### config.mk
export PLATFORM = sky130hd
export DESIGN_NAME = mem_arbiter_2p
export DESIGN_NICKNAME = d
export VERILOG_FILES = /design/src/rtl/mem_arbiter_2p.sv
export SDC_FILE = /design/constraint.sdc
export NUM_CORES = 1
export LEC_CHECK = 0
export ABC_AREA = 0
export CAP_MARGIN = 20
export CORE_ASPECT_RATIO = 1.5
export CORE_UTILIZATION = 29
export CTS_BUF_LIST = sky130_fd_sc_hd__clkbuf_4 sky130_fd_sc_hd__clkbuf_8
export DETAILED_ROUTE_END_ITERATION = 6
export DONT_BUFFER_PORTS = 1
export SYNTH_ARGS = -nofsm -noshare
export SYNTH_HDL_FRONTEND = slang
export SYNTH_SLANG_ARGS = --single-unit
### constraint.sdc
create_clock -name clk -period 1.8 [get_ports clk]
set_input_delay 0.18 -clock clk [delete_from_list [all_inputs] [get_ports clk]]
set_output_delay 0.18 -clock clk [all_outputs]
set_load 0.03 [all_outputs]
### src/rtl/mem_arbiter_2p.sv
`default_nettype none
// ============================================================================
// Module   : mem_arbiter_2p
// Brief    : Two-requester arbiter serialising single-beat reads/writes onto
//            one single-port synchronous memory. Round-robin by default;
//            define ARB_FIXED_PRIO_EN for fixed priority (m0 wins ties).
// Revision : 1.0 - initial release
// ============================================================================
module mem_arbiter_2p #(
  parameter int AW = 8,
  parameter int DW = 32
) (
  input  logic          clk,
  input  logic          rst,
  input  logic          m0_req,
  input  logic          m0_we,
  input  logic [AW-1:0] m0_addr,
  input  logic [DW-1:0] m0_wdata,
  output logic          m0_gnt,
  output logic          m0_rvalid,
  output logic [DW-1:0] m0_rdata,
  input  logic          m1_req,
  input  logic          m1_we,
  input  logic [AW-1:0] m1_addr,
  input  logic [DW-1:0] m1_wdata,
  output logic          m1_gnt,
  output logic          m1_rvalid,
  output logic [DW-1:0] m1_rdata,
  output logic          mem_we,
  output logic [AW-1:0] mem_addr,
  output logic [DW-1:0] mem_wdata,
  input  logic [DW-1:0] mem_rdata
);

  typedef enum logic [1:0] {
    IDLE   = 2'd0,
    ISSUE  = 2'd1,
    RDWAIT = 2'd2
  } state_t;

  state_t          state_q,     state_d;
  logic            owner_q,     owner_d;
  logic            mem_we_q,    mem_we_d;
  logic [AW-1:0]   mem_addr_q,  mem_addr_d;
  logic [DW-1:0]   mem_wdata_q, mem_wdata_d;
  logic            m0_gnt_q,    m0_gnt_d;
  logic            m1_gnt_q,    m1_gnt_d;
  logic            m0_rvalid_q, m0_rvalid_d;
  logic            m1_rvalid_q, m1_rvalid_d;
  logic [DW-1:0]   m0_rdata_q,  m0_rdata_d;
  logic [DW-1:0]   m1_rdata_q,  m1_rdata_d;
  logic            winner;

`ifdef ARB_FIXED_PRIO_EN
  always_comb begin
    winner = ~m0_req;
  end
`else
  // ptr_q names the requester favoured on a tie; reset favours m0.
  logic ptr_q, ptr_d;

  always_comb begin
    winner = 1'b0;
    if (m0_req && m1_req) begin
      winner = ptr_q;
    end else if (m1_req) begin
      winner = 1'b1;
    end
  end
`endif

  always_comb begin
    state_d     = state_q;
    owner_d     = owner_q;
    mem_we_d    = 1'b0;
    mem_addr_d  = mem_addr_q;
    mem_wdata_d = mem_wdata_q;
    m0_gnt_d    = 1'b0;
    m1_gnt_d    = 1'b0;
    m0_rvalid_d = 1'b0;
    m1_rvalid_d = 1'b0;
    m0_rdata_d  = m0_rdata_q;
    m1_rdata_d  = m1_rdata_q;
`ifndef ARB_FIXED_PRIO_EN
    ptr_d       = ptr_q;
`endif
    case (state_q)
      IDLE: begin
        // The memory port registers double as the request latch.
        if (m0_req || m1_req) begin
          state_d     = ISSUE;
          owner_d     = winner;
          mem_we_d    = winner ? m1_we    : m0_we;
          mem_addr_d  = winner ? m1_addr  : m0_addr;
          mem_wdata_d = winner ? m1_wdata : m0_wdata;
          m0_gnt_d    = ~winner;
          m1_gnt_d    = winner;
`ifndef ARB_FIXED_PRIO_EN
          ptr_d       = ~winner;
`endif
        end
      end
      ISSUE: begin
        state_d = mem_we_q ? IDLE : RDWAIT;
      end
      RDWAIT: begin
        state_d = IDLE;
        if (owner_q) begin
          m1_rvalid_d = 1'b1;
          m1_rdata_d  = mem_rdata;
        end else begin
          m0_rvalid_d = 1'b1;
          m0_rdata_d  = mem_rdata;
        end
      end
      default: begin
        state_d = IDLE;
      end
    endcase
  end

  always_ff @(posedge clk or negedge rst) begin
    if (!rst) begin
      state_q     <= IDLE;
      owner_q     <= 1'b0;
      mem_we_q    <= 1'b0;
      mem_addr_q  <= '0;
      mem_wdata_q <= '0;
      m0_gnt_q    <= 1'b0;
      m1_gnt_q    <= 1'b0;
      m0_rvalid_q <= 1'b0;
      m1_rvalid_q <= 1'b0;
      m0_rdata_q  <= '0;
      m1_rdata_q  <= '0;
    end else begin
      state_q     <= state_d;
      owner_q     <= owner_d;
      mem_we_q    <= mem_we_d;
      mem_addr_q  <= mem_addr_d;
      mem_wdata_q <= mem_wdata_d;
      m0_gnt_q    <= m0_gnt_d;
      m1_gnt_q    <= m1_gnt_d;
      m0_rvalid_q <= m0_rvalid_d;
      m1_rvalid_q <= m1_rvalid_d;
      m0_rdata_q  <= m0_rdata_d;
      m1_rdata_q  <= m1_rdata_d;
    end
  end

`ifndef ARB_FIXED_PRIO_EN
  always_ff @(posedge clk or negedge rst) begin
    if (!rst) begin
      ptr_q <= 1'b0;
    end else begin
      ptr_q <= ptr_d;
    end
  end
`endif

  assign m0_gnt    = m0_gnt_q;
  assign m1_gnt    = m1_gnt_q;
  assign m0_rvalid = m0_rvalid_q;
  assign m1_rvalid = m1_rvalid_q;
  assign m0_rdata  = m0_rdata_q;
  assign m1_rdata  = m1_rdata_q;
  assign mem_we    = mem_we_q;
  assign mem_addr  = mem_addr_q;
  assign mem_wdata = mem_wdata_q;

endmodule
`default_nettype wire

## Word-level counts from Yosys, hierarchy flattened

Index checks and enable logic that the tools add are counted.

- Bits in registers: 113
- Input bits: 118
- Output and inout port bits: 109

- Reductions and logical operators: 6
- Bitwise operators: 2
- Eq/ne operators: 3
- Mux-type cells: 18

Operators by type and width:

| operator | number |
|---|---|
| 32-bit 2-to-1 mux | 1 |
| 1-bit 2-to-1 mux | 13 |
| 8-bit 2-to-1 mux | 1 |
| 2-bit AND reduction | 3 |
| 2-bit 2-to-1 mux | 2 |
| 2-bit one-hot mux with 2 select lines | 1 |
| 2-bit by 1-bit equality test with 1-bit output, second input constant | 1 |
| 2-bit equality test, second input constant | 1 |
| 2-bit zero test | 1 |
| 2-bit != test, second input constant | 1 |
| 1-bit inverter | 2 |
| 1-bit logical AND | 1 |
| 1-bit logical OR | 1 |

## Depth between registers and ports, before layout

- Word-level depth: 5
- Depth in mapped cells: 7
- Gate-level depth less buffers: 4

## Least setup slack after synthesis

Ideal clock, no wire load.

- Kind: reg-to-reg
- From: register state_q[0]
- To: register m0_rdata_q[10], in the netlist m0_rdata[10]
- Path slack: 0.422 ns
- Data arrival time: 1.253 ns
- Stages on the path, launching flop included: 4
- Required time: 1.675 ns
- Clock period less this slack: 1.378 ns
- Path through: dfrtp_1 > nor3b_4 > buf_6 > mux2_2

- Cells in the longest elaborated chain, start to end: 2

RTL lines:

| item | RTL line | text |
|---|---|---|
| start, declared | 41 | `state_t state_q, state_d;` |
| start signal, assigned | 136 | `state_q <= state_d;` |
| 2-bit equality test | 87 | `case (state_q)` |
| 2-bit AND reduction (no line) | - |  |
| end signal, assigned | 145 | `m0_rdata_q <= m0_rdata_d;` |
| end, declared | 50 | `logic [DW-1:0] m0_rdata_q, m0_rdata_d;` |

Every way passes these cells.
A chain may end at the register's enable or synchronous reset.

## Final worst setup path

- From: register state_q[1]
- To: register ptr_q

- Cells in the longest elaborated chain, start to end: 2

RTL lines:

| item | RTL line | text |
|---|---|---|
| 2-bit zero test | 87 |  |
| 2-bit AND reduction (no line) | - |  |
| end signal, assigned | 155 | `ptr_q <= ptr_d;` |
| end, declared | 60 | `logic ptr_q, ptr_d;` |

Every way passes these cells.

==> impl_metrics.yaml <==
run_status:
  status: "complete, but fails checks"
  violations_in_the_final_reports: "negative hold slack"
run:
  max_cap_violations: 0
clock_tree:
  clock_tree.root_cell: "clkbuf_8"
  tritoncts_num_sinks: 113
  cts_max_level: 4
  insertion_delay_ns: 0.42
  cts_buffers: 17
  cts_hold_buffers: 116
  cts_tree: "built"
  ctsLongestPathBuffers: 2
  clk_transition_reported_paths_ns: 0.08
floorplan:
  die_h_um: 159
  std_cell_core_area_um2: 16200
  die-width_um: 107
  num_io_pins: 227
  floorplan.die_area_um2: 17000
  placementRows: 57
  initial_core_util: 0.295
synthesis:
  post_synth_mux_area_share: 0.151
  syn_inst: 393
  synth_top_area_frac: 0.591
  synth_compound_area_frac: 0.144
  cell_area_synth_um2: 4780
  yosys.area_share.adder: 0
  combinational_family_with_the_most_area_after_synthesis: "multiplexers"
  post_synth_and_or_nand_nor_area_fraction: 0.0599
  syn_nets: 511
  synth_largest_area_cell: "dfrtp_1"
  distinct_cells_synth: 23
  synth_warnings: 0
  synthesis.area_per_instance_um2: 12.2
  seq_area_frac_synth: 0.591
  synth.top_cells.by_area: "dfrtp_1 (59%), mux2_2 (15%), a31oi_1 (5.2%)"
  ys_seq_elements: 113
  post_synth_xor_area_fraction: 0
finish:
  post_route_cells_drive_above_1_share: 0.215
  num_antenna_cells: 0
  fillerInstances: 1472
  final_nets: 616
  layout_area_growth_over_synthesis_pct: 36.2
pwr:
  clock_power_share: 0.201
  cellPowerDensity_nw_per_um2: 1940
  power.switching_fraction: 0.470
  ir_drop_v: 0.000663
  power_frac_comb: 0.222
  power.share.sequential: 0.577
  internal_power_consumption_w: 0.00669
  finalPower_w: 0.0126
  leakagePower_nw: 2.63
  power_switching_w: 0.00593
timing:
  relSlewSlack: 0.695
  timing.setup.tns_ns: 0
  slew_viol_final: 0
  finalClockSkew_ns: 0.0143
  maxClockFrequency_mhz: 583
  finalSetupViolCount: 0
  hold_viol_final: 113
  layout_worst_path_cycle_share: 0.953
  min_period_ns: 1.72
  unrepaired_setup_endpoints_after_global_routing: "false"
  transition_time_at_the_pin_with_the_least_slew_margin_ns: 0.457
  fin_hold_ws_ns: -0.548
placement:
  dp_hpwl_um: 7810
  place_congestion: 0.682
  numPortBuffers: 0
worst_setup_path:
  path_buf_inv: 2
  cells_traversed_along_the_worst_timing_path: "nor2_4 -> buf_12 -> a21oi_1 -> a31oi_1 -> dlygate4sd3_1"
  critPathSlowestCell: "dlygate4sd3_1"
  end_kind: "flip-flop"
  critical_path_peak_fanout: 43
  slowest_delay_ns: 0.56
  crit_path_max_delay_family: "buffers and inverters"
  worst-endpoint-required_ns: 2.15
  path_class: "flip-flop to flip-flop"
  worst-endpoint-arrival_ns: 2.07
  worstSetupStartpointType: "flip-flop"
route:
  ant_nets: 0
  initial_drc_count: 427
  drt_wl_total_um: 13800
  post-route-drc-count: 0
  num_vias: 3803
  detail_route.vias_per_cell: 5.30
  post_drt_wl_per_cell_um: 19.2
  detailedRoute.firstPassIterationCount: 5
global_routing:
  grt_first_pass_wirelength_um: 21100
  grt_overflow_total: 0
  grt_antenna_before_repair: 0
  grt_pass1_vias: 4100
  grt.total_usage: 0.162
  largest_net_degree_at_the_start_of_global_routing: 114
worst_hold_path:
  hp-class: "primary input to asynchronous set/reset pin"
==> sequential cells by signal, summed over array words and instances (netlist names), 2 cells and up <==
name,flops
m0_rdata,32
m1_rdata,32
mem_wdata,32
mem_addr,8
state_q,2
==> Yosys cell counts <==
| cell type | number |
|---|---|
| inv_4 | 1 |
| mux2_1 | 1 |
| a31oi_1 | 40 |
| or2_1 | 1 |
| o21ai_0 | 41 |
| inv_1 | 2 |
| buf_6 | 12 |
| nand3b_2 | 1 |
| nor3b_1 | 1 |
| clkbuf_1 | 14 |
| a21oi_1 | 43 |
| a21o_1 | 1 |
| nor2_2 | 1 |
| nand2b_1 | 1 |
| nor3b_4 | 1 |
| and3_1 | 1 |
| and2b_1 | 1 |
| dfrtp_1 | 113 |
| buf_2 | 11 |
| nand2_4 | 1 |
| nand3_1 | 41 |
| a31oi_2 | 1 |
| mux2_2 | 63 |
==> layout by cell type (no fill, tap or decap) <==
cell           count
and2b_1            1
nand2_4            1
clkinvlp_4         2
mux2_2            63
dlygate4sd3_1    115
a21oi_1           43
dfrtp_1          113
mux2_1             1
a21o_1             1
and3_1             1
clkinv_4           3
nor2_4             1
nand3b_2           1
nor3b_1            1
nand3_1           41
inv_1              2
bufinv_16          3
nand2b_2           1
nor3b_4            1
clkbuf_8          18
inv_4              1
a31oi_2            1
clkinv_2           2
or2_1              1
a31oi_1           40
buf_4              2
o21ai_0           41
buf_12             6
inv_6              4
==> repair_timing <==
action,in CTS,in global routing
gates resized for setup,0,0
endpoints found under the hold margin,221,113
buffers inserted,0,0
==> through the flow <==
step | instance area, um^2 | setup slack [ns] | std cells | util
5_1_grt | 6520 | 0.0150 | 717 | 0.402
2_1_floorplan | 4780 | 0.422 | 393 | -
6_report | 6520 | 0.0847 | 717 | 0.402
4_1_cts | 6520 | 0.0975 | 717 | 0.402
3_5_place_dp | 4920 | 0.357 | 569 | 0.304
3_3_place_gp | 4920 | 0.396 | 569 | 0.304
==> metal layers <==
layer / vias to the layer above / wire, um / share of wire / GRT usage
met5: - / 0 / 0 / 0
met4: 0 / 574 / 0.042 / 0.0996
met3: 64 / 1000 / 0.073 / 0.0483
met2: 242 / 7310 / 0.53 / 0.288
met1: 1843 / 4900 / 0.36 / 0.164
li1: 1654 / - / - / -
==> path summary, 6_finish.rpt <==
kind | cells past startpoint | to | slack, ns | from
setup / recovery | 5 | ptr_q | 0.08 | state_q[1]
hold / removal | 0 | mem_addr[6] | -0.55 | rst
setup reg to reg | 5 | ptr_q | 0.08 | state_q[1]
hold reg to reg | 1 | state_q[1] | 0.56 | state_q[1]
max in group asynchronous | 0 | mem_wdata[22] | 2.22 | rst
min in group clk | 2 | m0_gnt | 0.11 | m1_req
==> power by group through the flow <==
stage,logic [W],registers (W),clock network [W]
6_report,0.00280,0.00728,0.00254
5_1_grt,0.00310,0.00744,0.00278
4_1_cts,0.00277,0.00728,0.00266
3_5_place_dp,0.00253,0.00732,0
3_3_place_gp,0.00239,0.00729,0
2_1_floorplan,0.00219,0.00695,0
==> area by class of cell <==
type	instances	area, um^2	area share
Inverter	3	13.8	0.00211
Timing Repair Buffer	123	1290	0.197
Clock inverter	14	176	0.0271
Sequential cell	113	2830	0.434
Tap cell	206	258	0.0396
Multi-Input combinational cell	240	1710	0.262
Clock buffer	18	248	0.0380
==> cell families after synthesis <==
logic type,Yosys count
AOI/OAI and AO/OA,126
buffers and inverters,40
DFF,113
muxes,64
and+or+nand+nor,50
No activity file was read; power rests on OpenSTA's default activity.
